[config.mk]
export PLATFORM = sky130hd
export DESIGN_NAME = rssi_sched_flat
export DESIGN_NICKNAME = d
export VERILOG_FILES = /design/src/rtl/rssi_sched_if.sv /design/src/rtl/rssi_sched.sv /design/src/flat_wrapper.sv
export SDC_FILE = /design/constraint.sdc
export NUM_CORES = 1
export LEC_CHECK = 0
export ABC_AREA = 1
export BUFFER_PORTS_ARGS = -buffer_cell sky130_fd_sc_hd__buf_2
export CORE_ASPECT_RATIO = 1.2
export CORE_MARGIN = 2
export CORE_UTILIZATION = 52
export CTS_CLUSTER_DIAMETER = 50
export CTS_CLUSTER_SIZE = 28
export DETAILED_ROUTE_END_ITERATION = 16
export PLACE_DENSITY_LB_ADDON = 0.25
export SETUP_SLACK_MARGIN = 0.5
export SLEW_MARGIN = 20
export SYNTH_ARGS = -nofsm -noshare
export SYNTH_HDL_FRONTEND = slang
export SYNTH_SLANG_ARGS = --single-unit
[constraint.sdc]
create_clock -name clk -period 1.95 [get_ports clk]
set_input_delay 0.0975 -clock clk [delete_from_list [all_inputs] [get_ports clk]]
set_output_delay 0.0975 -clock clk [all_outputs]
set_load 0.01 [all_outputs]
[src/rtl/rssi_sched_if.sv]
// ADC handshake bundle: rssi_sched drives the master side, the ADC block the slave side.
interface rssi_sched_if;
  logic       adc_en;
  logic       adc_shdn;
  logic       adc_rdy;
  logic       adc_data_rdy;
  logic [7:0] adc_data;

  modport master (
    output adc_en,
    output adc_shdn,
    input  adc_rdy,
    input  adc_data_rdy,
    input  adc_data
  );

  modport slave (
    input  adc_en,
    input  adc_shdn,
    output adc_rdy,
    output adc_data_rdy,
    output adc_data
  );
endinterface

[src/rtl/rssi_sched.sv]
// RSSI measurement scheduler: wakes the ADC, averages 2^AVG_LOG2 samples, puts it back to sleep.
// Define RSSI_SCHED_CCA_EN to enable the carrier-sense compare driving ch_busy_o.
//
// state | meaning
// INIT  | wait for ADC ready, then send the power-down command
// IDLE  | ADC powered down; wait for start or periodic timer
// WAKE  | power-up requested; wait for ADC ready
// CONV  | one-cycle conversion command
// WAIT  | wait for sample, accumulate, decide next conversion or finish
// SLEEP | publish average; send power-down command when ADC ready
module rssi_sched #(
  parameter int AVG_LOG2 = 2,
  parameter int TMO_CYC  = 63
) (
  input  logic         clk,
  input  logic         resetn,
  rssi_sched_if.master adc,
  input  logic         start_i,
  input  logic         periodic_en_i,
  input  logic [15:0]  period_i,
  input  logic [7:0]   threshold_i,
  output logic [7:0]   rssi_avg_o,
  output logic         rssi_valid_o,
  output logic         ch_busy_o,
  output logic         busy_o,
  output logic         err_o
);
  localparam int AW = 8 + AVG_LOG2;
  localparam int CW = AVG_LOG2 + 1;
  localparam int TW = $clog2(TMO_CYC + 2);
  localparam logic [CW-1:0] NSMP = CW'(1 << AVG_LOG2);
  localparam logic [TW-1:0] TMO  = TW'(TMO_CYC);

  typedef enum logic [2:0] {S_INIT, S_IDLE, S_WAKE, S_CONV, S_WAIT, S_SLEEP} state_e;

  state_e        state_q, state_d;
  logic [15:0]   per_q, per_d;
  logic [TW-1:0] tmo_q, tmo_d;
  logic [AW-1:0] acc_q, acc_d;
  logic [CW-1:0] cnt_q, cnt_d;
  logic          smp_q, smp_d;
  logic          drdy_q;
  logic          en_q, en_d;
  logic          shdn_q, shdn_d;
  logic          valid_q, valid_d;
  logic          err_q, err_d;
  logic          busy_q, busy_d;
  logic [7:0]    avg_q, avg_d;

  logic trig, drdy_rise, tmo_hit;

  assign trig      = start_i || (periodic_en_i && (per_q == '0));
  assign drdy_rise = adc.adc_data_rdy && !drdy_q;
  assign tmo_hit   = (tmo_q == TMO) &&
                     (state_q == S_INIT || state_q == S_WAKE ||
                      state_q == S_WAIT || state_q == S_SLEEP);

  always_ff @(posedge clk or negedge resetn) begin
    if (!resetn) begin
      state_q <= S_INIT;
      per_q   <= '0;
      tmo_q   <= '0;
      acc_q   <= '0;
      cnt_q   <= '0;
      smp_q   <= 1'b0;
      drdy_q  <= 1'b0;
      en_q    <= 1'b0;
      shdn_q  <= 1'b1;
      valid_q <= 1'b0;
      err_q   <= 1'b0;
      busy_q  <= 1'b1;
      avg_q   <= '0;
    end else begin
      state_q <= state_d;
      per_q   <= per_d;
      tmo_q   <= tmo_d;
      acc_q   <= acc_d;
      cnt_q   <= cnt_d;
      smp_q   <= smp_d;
      drdy_q  <= adc.adc_data_rdy;
      en_q    <= en_d;
      shdn_q  <= shdn_d;
      valid_q <= valid_d;
      err_q   <= err_d;
      busy_q  <= busy_d;
      avg_q   <= avg_d;
    end
  end

  always_comb begin
    state_d = state_q;
    acc_d   = acc_q;
    cnt_d   = cnt_q;
    smp_d   = smp_q;
    if (tmo_hit) begin
      state_d = S_INIT;
    end else begin
      case (state_q)
        S_INIT:  if (adc.adc_rdy) state_d = S_IDLE;
        S_IDLE: begin
          if (trig) begin
            state_d = S_WAKE;
            acc_d   = '0;
            cnt_d   = '0;
          end
        end
        S_WAKE:  if (adc.adc_rdy) state_d = S_CONV;
        S_CONV: begin
          state_d = S_WAIT;
          smp_d   = 1'b0;
        end
        S_WAIT: begin
          if (drdy_rise) begin
            acc_d = acc_q + AW'(adc.adc_data);
            cnt_d = cnt_q + CW'(1);
            smp_d = 1'b1;
          end
          // after a sample is in, the next conversion still has to wait for ready
          if (drdy_rise || smp_q) begin
            if (cnt_d == NSMP)    state_d = S_SLEEP;
            else if (adc.adc_rdy) state_d = S_CONV;
          end
        end
        S_SLEEP: if (adc.adc_rdy) state_d = S_IDLE;
        default: state_d = S_INIT;
      endcase
    end

    if (state_d != state_q || tmo_hit) tmo_d = '0;
    else if (tmo_q == TMO)             tmo_d = tmo_q;
    else                               tmo_d = tmo_q + TW'(1);

    if (state_d == S_IDLE && state_q != S_IDLE)  per_d = period_i;
    else if (state_q == S_IDLE && per_q != '0)   per_d = per_q - 16'd1;
    else                                         per_d = per_q;
  end

  always_comb begin
    en_d    = (state_d == S_CONV) ||
              (state_d == S_IDLE && (state_q == S_INIT || state_q == S_SLEEP));
    shdn_d  = (state_d == S_INIT) || (state_d == S_IDLE);
    busy_d  = (state_d != S_IDLE);
    err_d   = tmo_hit;
    valid_d = (state_q == S_WAIT) && (state_d == S_SLEEP);
    avg_d   = valid_d ? acc_d[AW-1:AVG_LOG2] : avg_q;
  end

`ifdef RSSI_SCHED_CCA_EN
  logic ch_q;
  always_ff @(posedge clk or negedge resetn) begin
    if (!resetn)      ch_q <= 1'b0;
    else if (valid_d) ch_q <= (avg_d >= threshold_i);
  end
  assign ch_busy_o = ch_q;
`else
  logic unused_thr;
  assign unused_thr = ^threshold_i;
  assign ch_busy_o  = 1'b0;
`endif

  assign adc.adc_en   = en_q;
  assign adc.adc_shdn = shdn_q;
  assign rssi_avg_o   = avg_q;
  assign rssi_valid_o = valid_q;
  assign busy_o       = busy_q;
  assign err_o        = err_q;
endmodule

[src/flat_wrapper.sv]
// flat-port wrapper written by rule: the top's interface ports become plain ports
module rssi_sched_flat 
#(
  parameter int AVG_LOG2 = 2,
  parameter int TMO_CYC  = 63
)
  (clk, resetn, start_i, periodic_en_i, period_i, threshold_i, rssi_avg_o, rssi_valid_o, ch_busy_o, busy_o, err_o, adc_adc_en, adc_adc_shdn, adc_adc_rdy, adc_adc_data_rdy, adc_adc_data);
  rssi_sched_if adc_i ();
  input  logic clk;
  input  logic resetn;
  input  logic start_i;
  input  logic periodic_en_i;
  input  logic [15:0] period_i;
  input  logic [7:0] threshold_i;
  output logic [7:0] rssi_avg_o;
  output logic rssi_valid_o;
  output logic ch_busy_o;
  output logic busy_o;
  output logic err_o;
  output wire logic [$bits(adc_i.adc_en)-1:0] adc_adc_en;
  output wire logic [$bits(adc_i.adc_shdn)-1:0] adc_adc_shdn;
  input wire logic [$bits(adc_i.adc_rdy)-1:0] adc_adc_rdy;
  input wire logic [$bits(adc_i.adc_data_rdy)-1:0] adc_adc_data_rdy;
  input wire logic [$bits(adc_i.adc_data)-1:0] adc_adc_data;
  assign adc_adc_en = adc_i.adc_en;
  assign adc_adc_shdn = adc_i.adc_shdn;
  assign adc_i.adc_rdy = adc_adc_rdy;
  assign adc_i.adc_data_rdy = adc_adc_data_rdy;
  assign adc_i.adc_data = adc_adc_data;
  rssi_sched #(.AVG_LOG2(AVG_LOG2), .TMO_CYC(TMO_CYC)) u_core (.clk(clk), .resetn(resetn), .adc(adc_i), .start_i(start_i), .periodic_en_i(periodic_en_i), .period_i(period_i), .threshold_i(threshold_i), .rssi_avg_o(rssi_avg_o), .rssi_valid_o(rssi_valid_o), .ch_busy_o(ch_busy_o), .busy_o(busy_o), .err_o(err_o));
endmodule
Word level (Yosys, flattened, before mapping). Cells that the tools add are included.

Bits in registers: 54. RAM bits: 0. Logic and storage cells: 85. Bits in latches: 0. Input bits: 38. Memories kept: 0. Output and inout bits: 14. Memory bits (read-only): 0.

Divide/modulo/power cells: 0. $add $sub $neg: 4. Reductions and logical operators: 28. Mux-type cells: 22. Shift-type cells: 0. Multipliers: 0. $lt $le $gt $ge: 0. Eq/ne operators: 16. Bitwise logic cells: 1.

Operators with widths (count): $mux W16 (2); $mux W10 (3); $mux W3 (10); $pmux W10 S2 (1); $logic_not A16 Y1 (1); $reduce_bool A16 Y1 (1); $sub A16 B1 Y16 const B (1); $pmux W3 S5 (1); $mux W7 (2); $eq A3 B3 Y1 const B (4); $add A10 B8 Y10 (1); $eq A3 B2 Y1 const B (3); $logic_or A1 B1 Y1 (9); $add A7 B1 Y7 const B (1); $eq A7 B6 Y1 const B (1); $logic_and A1 B1 Y1 (7); $eq A3 B1 Y1 const B (2); $logic_not A3 Y1 (2); $ne A2 B1 Y1 const B (3); $ne A3 B1 Y1 const B (2); $pmux W3 S2 (1); $reduce_and A3 Y1 (2); $reduce_bool A2 Y1 (3); $reduce_and A4 Y1 (1); 7 further kinds (7).

Depth between registers and ports, before layout.
Word-level depth: 14. Mapped depth: 15. Mapped depth without buffers: 14.

Worst setup path after synthesis. OpenSTA, ideal clock, no wires.

Kind: reg2reg. Start point: register u_core.cnt_q[0]. End point: register u_core.per_q[5]. Setup time: 116 ps. Path slack: 63 ps. Data required time: 1834 ps. Period minus slack after synthesis: 1887 ps. Cell stages (with the launch flop): 13. Arrival time: 1771 ps. Buffers on the path: 1. Path through: dfrtp_1 -> ha_1 -> nand3_1 -> nand2_1 -> nor2_2 -> nand2_1 -> nand2_1 -> nand3_1 -> nor2_4 -> nand2_4 -> buf_6 -> o21ai_2 -> inv_1.

Word-level cells in the longest chain between the ends: 12. Elaborated cells on any way between the ends: 13. Those cells by class: add/sub (1); eq/ne (2); mux (8); reduce/logical (2).

Ends and longest elaborated chain: from (decl) (line rssi_sched.sv:40) `logic [CW-1:0] cnt_q, cnt_d;`; from (signal assigned) (line rssi_sched.sv:78) `cnt_q <= cnt_d;`; $add A3 B1 Y3 (line rssi_sched.sv:115) `cnt_d = cnt_q + CW'(1);`; $mux W3 * (line rssi_sched.sv:113) `if (drdy_rise) begin`; $mux W3 * (line rssi_sched.sv:98) `case (state_q)`; $mux W3 * (line rssi_sched.sv:95) `if (tmo_hit) begin`; $eq A3 B3 Y1 * (line rssi_sched.sv:120) `if (cnt_d == NSMP) state_d = S_SLEEP;`; $mux W3 * (line rssi_sched.sv:120); $mux W3 * (line rssi_sched.sv:119) `if (drdy_rise || smp_q) begin`; $pmux W3 S5 * (line rssi_sched.sv:98); $mux W3 * (line rssi_sched.sv:95); $eq A3 B1 Y1 * (line rssi_sched.sv:133) `if (state_d == S_IDLE && state_q != S_IDLE) per_d = period_i;`; $logic_and A1 B1 Y1 * (line rssi_sched.sv:133); $mux W16 / $reduce_bool A2 Y1 (equally long branches); to (signal assigned) (line rssi_sched.sv:75) `per_q <= per_d;`; to (decl) (line rssi_sched.sv:37) `logic [15:0] per_q, per_d;`.

Every way passes the cells marked *; elsewhere a longest branch is shown, timed or not. The select of a mux whose other input is x is not followed. A chain may end at the register's enable or synchronous reset.

Worst setup path in the final report.
Start point: register u_core.state_q[0]. End point: register u_core.per_q[8].

Word-level cells in the longest chain between the ends: 9. Elaborated cells on any way between the ends: 24. Those cells by class: eq/ne (7); mux (8); reduce/logical (9).

Ends and longest elaborated chain: from (decl) (line rssi_sched.sv:36) `state_e state_q, state_d;`; from (signal assigned) (line rssi_sched.sv:74) `state_q <= state_d;`; parallel branches: the longest is 9 deep, another holds $mux W16.

Several ways; the timed one is not identified.

==> qor.txt <==
Crit. Startpoint -> u_core.state_q[0]$_DFF_PN0_
Post-Syn Instances -> 456
Multi-input gate area -> 2258 µm²
Non-filler cells, final -> 653
Die W -> 78.11 µm
Maximum vdd drop -> 1007 µV
CP Launch Type -> register
Status -> complete, but fails checks
Mapped Avg Cell Area -> 7.515 µm²
Worst setup EP type -> register
Commonest cells after routing, fill and taps aside -> nand2_1 (144), buf_4 (58), dfrtp_1 (50)
Initial antenna violation count -> 0
FF+latch count, synth -> 54
CTS clock-pin slew for the worst setup and hold paths -> 0.10 ns
Ant. Diodes -> 0
Failing checks -> negative setup slack
DIE AREA -> 7259 µm²
Post-Syn Area -> 3427 µm²
Synth Flop Type -> dfrtp_1
Worst reg2reg setup slack -> -0.05 ns
GP Congestion -> 0.8863
Critical-path maximum fanout -> 6
Placed Cells -> 611
Number of cells on the worst reg-to-reg path -> 14
Power per cell area -> 1492 nW/µm²
Final global-route overflow total -> 0
Number of flops mapped to enable cells by yosys -> 0
Placed Area -> 4054 µm²
HP Class -> input pin to register
Cell row count -> 32
Pre-CTS WS -> -0.02619 ns
Routed wire length -> 9157 µm
Clock tree buffer depth -> 2
Layout cells sized above 1 -> 37.68%
Clock Skews -> 0.009361 ns
Post-synth ARST share -> 100.0%
Slew Viols, Final -> 0
IO Pins -> 52
Final Hold Viols -> 0
Critical path arrival -> 2.22 ns
Initial drt markers -> 159
Total number of vias -> 3390
Finish-stage setup viols -> 12
Area delta synth->final -> 40.34%
Core box area -> 6406 µm²
DRC -> 0
Worst-Skew Late Latency -> 0.32 ns
Gr usage total -> 25.26%
Fill cells -> 475
Yosys cell types -> 42
Worst R2R End -> u_core.per_q[8]$_DFFE_PN0P_
CP endpoint -> u_core.per_q[8]$_DFFE_PN0P_
Leak -> 2.457 nW
Sequential-to-total area share from yosys stat -> 39.50%
Root buf cell -> clkbuf_8
Yosys warning total -> 0
Critical R2R Launch -> u_core.state_q[0]$_DFF_PN0_
CTS Buf Count -> 5
Data required time at the worst endpoint -> 2.17 ns
Reg area -> 1356 µm²
Mapped Nets -> 507
Post-route cell area -> 4810 µm²
Leading cell type in the layout, fill and taps excluded -> nand2_1
Initial Util -> 53.50%
First-pass GRT wire length -> 14670 µm
Vias in the first global route -> 3337
Crit Path Category -> register to register
TritonRoute pass-1 iters -> 4
NumNets Final -> 618
Max Fclk -> 501.0 MHz
Unrepaired setup endpoints after global routing -> true
DPL Wire Length -> 5934 µm
Port Buffer Count -> 42
Final ANT Viol Nets -> 0
Average wire per standard cell -> 14.02 µm
Max_cap viols -> 0
CTS tree -> yes
Die height -> 92.93 µm
Clock sinks -> 54
Final min period -> 1.996 ns
Tcrit/Tclk final -> 102.4%
Largest net degree at the start of global routing -> 26
CTS H-Tree Depth -> 2
Setup ws final -> -0.04591 ns
Post-DR vias/cell -> 5.191
## cells by family (layout without fill, tap and decap cells)
kind of cell,after synthesis,count (layout),synth area share (%)
simple gates,270,272,36.40
buf+inv,58,168,7.119
flops,54,54,39.50
compound gates,43,43,7.522
xor+xnor,16,16,4.089
fa+ha+maj,13,13,4.965
other cells,1,1,0.1094
mux,1,1,0.2921
## area by class of cell
cell class | instances | area share [%]
clock inverter | 3 | 0.9365
sequential | 54 | 28.20
tap | 85 | 2.211
clock buffer | 5 | 1.431
inverter | 51 | 4.032
multi-input combinational | 346 | 46.96
timing repair buffer | 109 | 16.23
## power breakdown
group / switching, mW / total [mW] / internal [mW] / leakage, nW
logic: 2.58 / 4.68 / 2.10 / 1.70
registers: 0.249 / 1.72 / 1.47 / 0.703
clock network: 0.395 / 0.778 / 0.382 / 0.0504
total: 3.22 / 7.18 / 3.96 / 2.46
## Yosys cell counts, types with 2 or more instances
cell | count | area (µm²)
nand2_4 | 2 | 22.52
nand3_1 | 44 | 220.2
a22o_1 | 2 | 17.52
nand4_1 | 3 | 18.77
ha_1 | 12 | 150.1
inv_2 | 9 | 33.78
nand3b_1 | 8 | 60.06
nor2_1 | 38 | 142.6
or2_2 | 2 | 12.51
o21ai_1 | 6 | 30.03
o211ai_1 | 3 | 22.52
nand3_2 | 3 | 30.03
nand3_4 | 2 | 35.03
xor2_1 | 8 | 70.07
nand2_2 | 4 | 25.02
dfrtp_1 | 52 | 1301
clkbuf_1 | 3 | 11.26
xnor2_1 | 8 | 70.07
nor2_4 | 2 | 22.52
nand2_1 | 153 | 574.3
inv_1 | 42 | 157.7
buf_6 | 3 | 33.78
dfstp_2 | 2 | 52.55
a21oi_1 | 12 | 60.06
nor2_2 | 3 | 18.77
nor3_1 | 2 | 10.01
o21ai_0 | 13 | 65.06
## timing repair
item | 4_1_cts | 5_1_grt
endpoints found under the setup margin | 51 | 52
hold endpoints to repair | 11 | 0
pin swaps | 17 | 21
resized for setup | 40 | 31
cloned | 1 | 2
buffers inserted | 20 | 8
hold buffers | 3 | 0
## worst min-delay path by stage
stage	start	end	slack, ns	depth (start not counted)
6_report	period_i[0]	u_core.per_q[0]$_DFFE_PN0P_	0.003	3
5_1_grt	period_i[0]	u_core.per_q[0]$_DFFE_PN0P_	0.01	3
4_1_cts	period_i[0]	u_core.per_q[0]$_DFFE_PN0P_	0.009	3
3_5_place_dp	resetn	u_core.acc_q[1]$_DFFE_PN0P_	-0.008	1
3_3_place_gp	resetn	u_core.acc_q[8]$_DFF_PN0_	-0.006	1
2_1_floorplan	resetn	u_core.acc_q[0]$_DFFE_PN0P_	-0.20	0
## worst max-delay path, cell delays in order, from the launching register on
cell and delay [ns]:
dfrtp_1 0.44, inv_2 0.12, nand3_4 0.11, a21oi_4 0.16, nand2_1 0.09, nand2_1 0.06, inv_1 0.07, nand3_4 0.11
nand3_4 0.08, nor2_4 0.15, buf_12 0.14, buf_12 0.12, nand2_4 0.09, nand3_2 0.09, nand2_1 0.05
## metrics by stage
stage,utilization (%),total power [mW],TNS [ns],hold slack (ns)
final,75.08,7.178,-0.2905,0.003265
after detailed placement,63.28,5.106,-0.1206,-0.008179
after CTS,71.21,6.599,-0.04126,0.008761
after floorplan,-,4.109,0,-0.1981
after global routing,75.08,7.737,-2.695,0.01477
after global placement,63.28,5.006,0,-0.006339
## registers in the layout, summed over array words and instances (netlist names), 3 cells and up
register / count
u_core.acc_q: 10
u_core.tmo_q: 7
u_core.state_q: 3
u_core.rssi_avg_o: 8
u_core.cnt_q: 3
u_core.per_q: 16
## metal layers
layer / vias to the layer above / wire length (µm) / share of wire (%) / global-route usage [%]
li1: 1686 / - / - / -
met1: 1600 / 3719 / 41 / 29.20
met2: 86 / 4948 / 54 / 47.84
met4: 0 / 175 / 1.9 / 7.310
met3: 18 / 314 / 3.4 / 3.704
met5: - / 0 / 0 / 0
No activity file was read; power rests on OpenSTA's default activity.
